`src/rtl/alu_uart_if.sv`:
```
// rtl/alu_uart_if.sv - UART byte-stream framing front end for the ALU (optional INTERBYTE_TIMEOUT_EN)
module alu_uart_if #(
    parameter int NB_REG         = 16,
    parameter int NB_OP          = 6,
    parameter int NB_BYTE        = 8,
    parameter int TIMEOUT_CYCLES = 50000
) (
    input  logic               clk,
    input  logic               i_rst_n,
    input  logic [NB_BYTE-1:0] i_rx_data,
    input  logic               i_rx_valid,
    output logic [NB_BYTE-1:0] o_tx_data,
    output logic               o_tx_start,
    input  logic               i_tx_done,
    output logic [NB_REG-1:0]  o_alu_a,
    output logic [NB_REG-1:0]  o_alu_b,
    output logic [NB_OP-1:0]   o_alu_op,
    input  logic [NB_REG-1:0]  i_alu_result,
    output logic               o_busy,
    output logic               o_rx_drop,
    output logic               o_err
);
    localparam int NB_BYTES = NB_REG / NB_BYTE;
    localparam int CW       = $clog2(NB_BYTES + 1);
    localparam logic [CW-1:0] LAST_BYTE = CW'(NB_BYTES - 1);

    typedef enum logic [2:0] {RX_A, RX_B, RX_OP, EXEC, TX_LOAD, TX_WAIT} state_t;

    state_t              state_q, state_d;
    logic [CW-1:0]       cnt_q, cnt_d;
    logic [NB_REG-1:0]   asm_q, asm_d, asm_next;
    logic [NB_REG-1:0]   tx_sr_q, tx_sr_d;
    logic [NB_REG-1:0]   alu_a_q, alu_a_d, alu_b_q, alu_b_d;
    logic [NB_OP-1:0]    alu_op_q, alu_op_d;
    logic [NB_BYTE-1:0]  tx_data_q, tx_data_d;
    logic                tx_start_q, tx_start_d;
    logic                busy_q, busy_d;
    logic                rx_drop_q, rx_drop_d;
    logic                rx_state;

`ifdef INTERBYTE_TIMEOUT_EN
    localparam int TW = (TIMEOUT_CYCLES > 1) ? $clog2(TIMEOUT_CYCLES) : 1;
    localparam logic [TW-1:0] TIMER_LAST = TW'(TIMEOUT_CYCLES - 1);
    logic [TW-1:0] timer_q, timer_d;
    logic          err_q, err_d;
`endif

    assign rx_state = (state_q == RX_A) || (state_q == RX_B) || (state_q == RX_OP);
    // Bytes arrive LSB first, so each new byte enters at the top and the word slides down.
    assign asm_next = (asm_q >> NB_BYTE) | (NB_REG'(i_rx_data) << (NB_REG - NB_BYTE));

    always_comb begin
        state_d    = state_q;
        cnt_d      = cnt_q;
        asm_d      = asm_q;
        tx_sr_d    = tx_sr_q;
        alu_a_d    = alu_a_q;
        alu_b_d    = alu_b_q;
        alu_op_d   = alu_op_q;
        tx_data_d  = tx_data_q;
        tx_start_d = 1'b0;
        rx_drop_d  = i_rx_valid && !rx_state;
`ifdef INTERBYTE_TIMEOUT_EN
        timer_d    = '0;
        err_d      = 1'b0;
`endif
        case (state_q)
            RX_A, RX_B: begin
                if (i_rx_valid) begin
                    if (cnt_q == LAST_BYTE) begin
                        if (state_q == RX_A) begin
                            alu_a_d = asm_next;
                            state_d = RX_B;
                        end else begin
                            alu_b_d = asm_next;
                            state_d = RX_OP;
                        end
                        asm_d = '0;
                        cnt_d = '0;
                    end else begin
                        asm_d = asm_next;
                        cnt_d = cnt_q + CW'(1);
                    end
                end
            end
            RX_OP: begin
                if (i_rx_valid) begin
                    alu_op_d = i_rx_data[NB_OP-1:0];
                    state_d  = EXEC;
                end
            end
            EXEC: begin
                tx_sr_d = i_alu_result;
                cnt_d   = '0;
                state_d = TX_LOAD;
            end
            TX_LOAD: begin
                tx_data_d  = tx_sr_q[NB_BYTE-1:0];
                tx_start_d = 1'b1;
                state_d    = TX_WAIT;
            end
            TX_WAIT: begin
                if (i_tx_done) begin
                    tx_sr_d = tx_sr_q >> NB_BYTE;
                    if (cnt_q == LAST_BYTE) begin
                        cnt_d   = '0;
                        state_d = RX_A;
                    end else begin
                        cnt_d   = cnt_q + CW'(1);
                        state_d = TX_LOAD;
                    end
                end
            end
            default: state_d = RX_A;
        endcase
`ifdef INTERBYTE_TIMEOUT_EN
        // The timer only arms once a frame is partially received; an idle RX_A never times out.
        if (rx_state && !i_rx_valid && (state_q != RX_A || cnt_q != '0)) begin
            if (timer_q == TIMER_LAST) begin
                err_d   = 1'b1;
                asm_d   = '0;
                cnt_d   = '0;
                state_d = RX_A;
            end else begin
                timer_d = timer_q + TW'(1);
            end
        end
`endif
        busy_d = (state_d == EXEC) || (state_d == TX_LOAD) || (state_d == TX_WAIT);
    end

    always_ff @(posedge clk or negedge i_rst_n) begin
        if (!i_rst_n) begin
            state_q    <= RX_A;
            cnt_q      <= '0;
            asm_q      <= '0;
            tx_sr_q    <= '0;
            alu_a_q    <= '0;
            alu_b_q    <= '0;
            alu_op_q   <= '0;
            tx_data_q  <= '0;
            tx_start_q <= 1'b0;
            busy_q     <= 1'b0;
            rx_drop_q  <= 1'b0;
`ifdef INTERBYTE_TIMEOUT_EN
            timer_q    <= '0;
            err_q      <= 1'b0;
`endif
        end else begin
            state_q    <= state_d;
            cnt_q      <= cnt_d;
            asm_q      <= asm_d;
            tx_sr_q    <= tx_sr_d;
            alu_a_q    <= alu_a_d;
            alu_b_q    <= alu_b_d;
            alu_op_q   <= alu_op_d;
            tx_data_q  <= tx_data_d;
            tx_start_q <= tx_start_d;
            busy_q     <= busy_d;
            rx_drop_q  <= rx_drop_d;
`ifdef INTERBYTE_TIMEOUT_EN
            timer_q    <= timer_d;
            err_q      <= err_d;
`endif
        end
    end

    assign o_tx_data  = tx_data_q;
    assign o_tx_start = tx_start_q;
    assign o_alu_a    = alu_a_q;
    assign o_alu_b    = alu_b_q;
    assign o_alu_op   = alu_op_q;
    assign o_busy     = busy_q;
    assign o_rx_drop  = rx_drop_q;
`ifdef INTERBYTE_TIMEOUT_EN
    assign o_err      = err_q;
`else
    assign o_err      = 1'b0;
`endif

endmodule

```
`config.mk`:
```
export PLATFORM = sky130hd
export DESIGN_NAME = alu_uart_if
export DESIGN_NICKNAME = d
export VERILOG_FILES = /design/src/rtl/alu_uart_if.sv
export SDC_FILE = /design/constraint.sdc
export NUM_CORES = 1
export LEC_CHECK = 0
export CORE_UTILIZATION = 35
export CTS_CLUSTER_DIAMETER = 60
export DETAILED_ROUTE_END_ITERATION = 12
export PLACE_DENSITY = 0.67
export SYNTH_ARGS = -nofsm -noshare
export SYNTH_HDL_FRONTEND = slang
export SYNTH_SLANG_ARGS = --single-unit
export TNS_END_PERCENT = 30
```
`constraint.sdc`:
```
create_clock -name clk -period 3.35 [get_ports clk]
set_input_delay 0.335 -clock clk [delete_from_list [all_inputs] [get_ports clk]]
set_output_delay 0.335 -clock clk [all_outputs]
set_load 0.01 [all_outputs]
```
# After elaboration in Yosys (flattened, before gate mapping)
# Cells that the tools add are included.
# Widths: inputs -> output; s select.
[word_totals]
ff_bits = 86
input_bits = 28
word_cells = 56
[op_classes]
addsub = 1
eq_ne = 11
mux = 15
bitwise_logic = 2
reduce_logical = 16
[ops]
columns = ["cell", "count"]
rows = [
  ["$mux 16", 2],
  ["$pmux 16 s2", 1],
  ["$or 8x16->16", 1],
  ["$mux 3", 5],
  ["$pmux 3 s5", 1],
  ["$eq 3x3->1 const B", 4],
  ["$eq 3x2->1 const B", 3],
  ["$mux 2", 4],
  ["$reduce_and 4->1", 2],
  ["$pmux 2 s3", 1],
  ["$reduce_and 2->1", 3],
  ["$logic_or 1x1->1", 4],
  ["$ne 2x2->1 const B", 2],
  ["$eq 3x1->1 const B", 1],
  ["$logic_not 3->1", 1],
  ["$reduce_and 3->1", 1],
  ["$reduce_bool 3->1", 1],
  ["$add 2x1->2 const B", 1],
  ["$eq 2x1->1 const B", 1],
  ["$reduce_bool 2->1", 1],
  ["$reduce_or 2->1", 1],
  ["$logic_and 1x1->1", 1],
  ["$logic_not 1->1", 1],
  ["$mux 1", 1],
  ["$not 1->1", 1],
]

# Longest topological paths before layout
# Gate-level depths: netlist of the first run.
[logic_depth]
word_depth = 8
depth_mapped = 5
mapped_depth_nobuf = 3

# Least setup slack after synthesis of the first run
# No wires, ideal clock.
[synth_timing]
path_type = "register to register"
from = "register state_q[2]"
to = "register tx_sr_q[6]"
arrival_time_ns = 1.541
setup_slack_ns = 1.685
path_stages_with_launch = 6
n_path_buf = 2
period_less_slack_ns = 1.665
path_cell_list = "dfrtp_1 buf_4 and3b_1 o21ai_2 buf_4 mux2_2"
[synth_via]
elab_chain_cells = 3
[synth_lines]
columns = ["element", "line_no", "source"]
rows = [
  ["from (decl)", "29", "state_t state_q, state_d;"],
  ["from (signal assigned)", "150", "state_q <= state_d;"],
  ["$eq 3x3->1 or $eq 3x2->1 (tied branches)", "67", "case (state_q)"],
  ["$ne 2x2->1 (no line) or $reduce_bool 2->1 (tied branches)", "-", ""],
  ["$reduce_and 2->1 (no line)", "-", ""],
  ["to (signal assigned)", "153", "tx_sr_q <= tx_sr_d;"],
  ["to (decl)", "32", "logic [NB_REG-1:0] tx_sr_q, tx_sr_d;"],
]
# Parallel ways exist; a longest one is shown, timed or not.
# A chain may end at the register's enable or synchronous reset.

# Final worst setup path of the first run
[layout_timing]
from = "register state_q[2]"
to = "register alu_a_q[12] (netlist: o_alu_a[12])"
[layout_via]
elab_chain_cells = 3
[layout_lines]
columns = ["element", "line_no", "source"]
rows = [
  ["$eq 3x1->1 or $logic_not 3->1 (tied branches)", "67, 71", ""],
  ["$reduce_or 2->1", "67", ""],
  ["$reduce_and 4->1 (no line) (*)", "-", ""],
  ["to (signal assigned)", "154", "alu_a_q <= alu_a_d;"],
  ["to (decl)", "33", "logic [NB_REG-1:0] alu_a_q, alu_a_d, alu_b_q, alu_b_d;"],
]
# Mark *: on every way between the ends. The rest lies on a longest branch, timed or not.

==> flow_summary_export.csv, run 1 <==
group,metric,value,unit
sta,fin_crit_sh,0.599,
floorplan,fp.coreArea,0.00876,mm2
final_layout,regArea,0.00195,mm2
final_layout,final_area,0.00425,mm2
power,power.density,950,mW/mm2
critical_path,required,3590,ps
critical_path,startpoint_type,"register",
min_path,holdCritPathClass,"primary input to asynchronous set/reset pin",
power,p_total,4.04,mW
global_route,grt_use_total,0.147,
floorplan,dieArea,0.00948,mm2
final_layout,n_antenna_cell,0,
critical_path,reg2reg_slack,1340,ps
final_layout,drive_gt1_frac,0.288,
drt,via_per_inst,4.92,
drt,wl_per_cell,15.6,um
sta,fin_ws,1340,ps
sta,tightest_slew,970,ps
sta,skew,5.92,ps
clock_tree,cts_made_buffers,9,
yosys,synthCells,220,
yosys,ys_seq_area_frac,0.613,
global_route,grt_max_degree,79,
yosys,ys_seq_elements,78,
final_layout,area.growth.synth_to_final,33.5,%
place,hpwl,4.42,mm
global_route,grt_pass1_vias,2103,
global_route,grt_overflow,0,
yosys,synth_edf_count,0,
yosys,syn_nets,248,
final_layout,n_fill_cell,802,
floorplan,fp-row-count,34,
place,port_buffers,76,
sta,setup_tns,0,ps
sta,hold_viol_final,0,
power,p_sw,1.21,mW
place,post_dp_cell_area,0.00401,mm2
power,power_frac_comb,0.391,
clock_tree,cts_root_buffer,"clkbuf_8",
sta,drv_slew,0,
drt,drt-initial-drc-count,63,
run,cap_violations,0,
drt,drt-pass1-iter-count,4,
yosys,avgSynthCellArea,14.5,um2
floorplan,die-height,97.4,um
critical_path,rr_endpoint,"o_alu_a[12]",
floorplan,fp.dieW,97.4,um
outcome,status,"finished clean",
power,p_sw_frac,0.300,
critical_path,cp_max_fo,16,
clock_tree,cts_tree,"done",
power,ir_drop,377,uV
yosys,synthDistinctLibCells,34,
clock_tree,cts_setup_buffers,0,
critical_path,r2r_start,"state_q[2]",
critical_path,worstSetupPathType,"register to register",
drt,wirelength,6.41,mm
drt,num_vias,2017,
yosys,synthFlopType,"dfrtp_1",
clock_tree,clkSinkCount,78,
clock_tree,hold_buffers,0,
floorplan,io-pin-count,78,
clock_tree,cts-htree-levels,3,
global_route,grt_first_pass_wirelength,10.8,mm
floorplan,start_util,0.363,
power,clkPwrFrac,0.205,
drt,drtAntennaViolNets,0,
critical_path,end_kind,"register",
yosys,syn-cell-area,0.00318,mm2
clock_tree,clk_pin_slew,80,ps
critical_path,reg2reg_depth,3,
drt,route.detailed.drc,0,
yosys,synth_async_sr_flop_share,1.00,
critical_path,arrival,2240,ps
clock_tree,cts_max_path_buffers,2,
critical_path,cp-endpoint,"o_alu_a[12]",
clock_tree,cts_resized,0,
clock_tree,clk_latency,350,ps
sta,slew_headroom,0.353,
power,internal_power,2.83,mW
sta,finalSetupViolations,0,
place,gp_congestion,0.724,
final_layout,final_nets,326,
power,p_leak,1.92,nW
place,dpl_worst_slack,1070,ps
final_layout,multi_input_area,0.00115,mm2
critical_path,critPathLaunch,"state_q[2]",
power,p_seq_frac,0.404,
sta,rsz0062_at_grt,"false",
yosys,synth_warnings,0,
sta,fmax,499,MHz
sta,min_period,2010,ps
global_route,antenna_found_initial,0,
-- state kept, by name, summed over array words and instances (netlist names), 2 cells and up --
| signal | count |
|---|---|
| asm_q | 8 |
| cnt_q | 2 |
| o_alu_a | 16 |
| o_alu_b | 16 |
| o_alu_op | 6 |
| o_tx_data | 8 |
| state_q | 3 |
| tx_sr_q | 16 |
-- synthesized netlist by cell type, types with 2 or more instances --
cell       n  share of area
and3_1     2         0.0039
nand3_1    9          0.014
a22o_1     8          0.022
buf_4      3         0.0071
nor2_1     2         0.0024
mux2_2    53           0.19
dfrtp_1   78           0.61
o21ai_0    2         0.0031
nand2b_1   2         0.0039
nand2_1   21          0.025
a21oi_1    4         0.0063
mux2_4     9          0.042
nor2b_1    3         0.0059
clkbuf_1   4         0.0047
-- power groups by stage --
stage	Clock, mW	Sequential, mW	Combinational, mW
4_1_cts	0.857	1.64	1.61
3_5_place_dp	0	1.65	1.60
6_report	0.826	1.63	1.58
5_1_grt	0.893	1.70	1.70
3_3_place_gp	0	1.64	1.57
2_1_floorplan	0	1.69	0.819
-- placed cells by master, fill, tap and decap left out, types with 3 or more instances in the layout --
master	n
mux2_4	9
bufinv_16	3
dfrtp_1	78
buf_4	3
a22o_1	8
clkbuf_8	9
nor2b_1	3
mux2_2	53
clkdlybuf4s50_1	75
nand2_1	21
nand3_1	9
a21oi_1	4
-- critical path, stage by stage (launching register included) --
cell and delay [ps]:
dfrtp_1 530, nor2_1 310, nand4b_2 550, mux2_2 490
-- logic make-up after synthesis --
kind of cell / synth area share
flip-flops: 0.613
multiplexers: 0.233
AND/OR/NAND/NOR: 0.0837
AO/OA/AOI/OAI: 0.0444
buffers and inverters: 0.0244
other: 0.00118
-- per-layer routing --
| layer | up-vias | GRT usage | routed length (um) |
|---|---|---|---|
| li1 | 932 | - | - |
| met1 | 1006 | 0.189 | 2890 |
| met2 | 70 | 0.226 | 3020 |
| met3 | 9 | 0.0525 | 410 |
| met4 | 0 | 0.0577 | 82 |
| met5 | - | 0 | 0 |
-- stage by stage --
step	util	cells	hold slack, ps
2_1_floorplan	-	220	39.4
3_3_place_gp	0.458	395	475
3_5_place_dp	0.458	395	483
4_1_cts	0.485	410	163
5_1_grt	0.485	410	205
6_report	0.485	410	125
-- final cells by class --
cell class                 instances  area share
clock inverter                     6      0.0262
clock buffer                       9      0.0292
multi-input combinational        131       0.271
sequential                        78       0.459
tap                              108      0.0318
timing repair buffer              78       0.182
-- worst min-delay path by stage --
stage | from | endpoint | cells past startpoint
after detailed placement | tx_sr_q[12] | tx_sr_q[12] | 1
after global routing | i_rst_n | o_alu_a[14] | 1
after global placement | asm_q[13] | asm_q[13] | 2
after CTS | i_rst_n | o_alu_a[14] | 1
after floorplan | i_rst_n | asm_q[10] | 0
final | i_rst_n | o_alu_a[14] | 1
Power figures use the tool's default switching activity.
==> run 2: changes to the inputs <==
Settings changed: PLACE_DENSITY 0.67 to 0.69.
Clock period 3.35 ns to 1.8 ns, I/O delays scaled along.
==> flow_summary_export.csv, run 2 (same netlist as run 1, synthesis figures left out) <==
group,metric,value,unit
min_path,holdCritPathClass,"primary input to asynchronous set/reset pin",
sta,finalSetupViolations,0,
sta,fmax,600,MHz
power,power.density,1730,mW/mm2
clock_tree,cts_root_buffer,"clkbuf_8",
final_layout,n_fill_cell,802,
sta,fin_ws,133,ps
power,p_leak,1.96,nW
sta,tightest_slew,571,ps
clock_tree,cts_setup_buffers,0,
critical_path,path_cells,"nor2_1 -> and3_1 -> mux2_2",
critical_path,required,2030,ps
sta,rsz0062_at_grt,"false",
final_layout,regArea,0.00195,mm2
floorplan,fp.coreArea,0.00876,mm2
global_route,grt_pass1_vias,2106,
global_route,grt_use_total,0.146,
sta,setup_tns,0,ps
critical_path,crit_path_max_incr_delay,480,ps
final_layout,drive_gt1_frac,0.306,
clock_tree,clk_latency,350,ps
floorplan,start_util,0.363,
clock_tree,cts-htree-levels,3,
drt,wl_met1,2.88,mm
clock_tree,clkSinkCount,78,
drt,num_vias,2073,
sta,drv_slew,0,
sta,slew_headroom,0.618,
final_layout,layoutNonFillerInstCount,418,
clock_tree,cts_made_buffers,9,
critical_path,end_kind,"register",
drt,wl_per_cell,15.2,um
power,ir_drop,808,uV
run,cap_violations,0,
place,port_buffers,76,
global_route,grt_first_pass_wirelength,10.8,mm
final_layout,final_area,0.00433,mm2
critical_path,cp_max_fo,7,
place,dpl_worst_slack,78.7,ps
sta,hold_viol_final,0,
drt,drtAntennaViolNets,0,
final_layout,n_antenna_cell,0,
floorplan,fp.dieW,97.4,um
sta,whs,227,ps
place,hpwl,4.38,mm
clock_tree,cts_max_path_buffers,2,
drt,route.detailed.drc,0,
floorplan,die-height,97.4,um
outcome,status,"finished clean",
place,placed_cells,402,
floorplan,fp-row-count,34,
final_layout,area.growth.synth_to_final,35.9,%
power,p_total,7.49,mW
critical_path,crit_path_top_delay_cell,"dfrtp_1",
critical_path,startpoint_type,"register",
floorplan,io-pin-count,78,
final_layout,mostFrequentLayoutCell,"dfrtp_1",
global_route,antenna_found_initial,0,
final_layout,layout_common_cells,"dfrtp_1, clkdlybuf4s50_1, mux2_2, nand2_1",
sta,skew,6.94,ps
place,gp_congestion,0.768,
global_route,grt_max_degree,66,
sta,fin_crit_sh,0.926,
final_layout,multi_input_area,0.00115,mm2
drt,highest_layer,"met4",
global_route,grt_overflow,0,
critical_path,worstSetupPathType,"register to register",
floorplan,dieArea,0.00948,mm2
final_layout,final_util,0.494,
drt,met2_wirelength,2.97,mm
sta,min_period,1670,ps
critical_path,arrival,1890,ps
place,post_dp_cell_area,0.00410,mm2
drt,wirelength,6.37,mm
clock_tree,clk_pin_slew,80,ps
drt,drt-initial-drc-count,78,
clock_tree,cts_tree,"done",
drt,via_per_inst,4.96,
final_layout,final_nets,334,
drt,drt-pass1-iter-count,4,
drt,wl_met3,429,um
-- run 2: worst paths after layout --
kind                       depth (start not counted)  slack (ps)             start     endpoint
max in group asynchronous                          3         980           i_rst_n   tx_sr_q[3]
hold / removal                                     2         230           i_rst_n   o_alu_b[5]
min in group clk                                   2         440  i_alu_result[15]  tx_sr_q[15]
setup reg to reg                                   3         130        state_q[2]  o_alu_op[3]
setup / recovery                                   3         130        state_q[2]  o_alu_op[3]
hold reg to reg                                    2         500          asm_q[9]     asm_q[9]
-- run 2: power breakdown --
group          total, mW  internal [mW]  switching (mW)
clock               1.39          0.773           0.618
sequential          2.99           2.52           0.467
combinational       3.11           1.93            1.19
total               7.49           5.22            2.27
-- run 2: critical path: cells and delay by family, from the launching register on --
kind	cells	cell delay (ps)
muxes	1	380
DFF	1	480
and+or+nand+nor	2	690
-- run 2: what timing repair did --
action	in CTS	in global routing
hold endpoints to repair	13	0
endpoints found under the setup margin	0	8
gates resized for setup	0	1
hold buffers	1	0
-- run 2: area by class of cell --
cell class                 instances  share of cell area
multi-input combinational        131               0.267
clock inverter                     6              0.0202
sequential                        78               0.451
timing repair buffer              86               0.202
tap                              108              0.0312
clock buffer                       9              0.0286
-- run 2: layer usage --
layer	vias up	GRT usage
li1	953	-
met1	1044	0.187
met2	69	0.226
met3	7	0.0561
met4	0	0.0543
met5	-	0
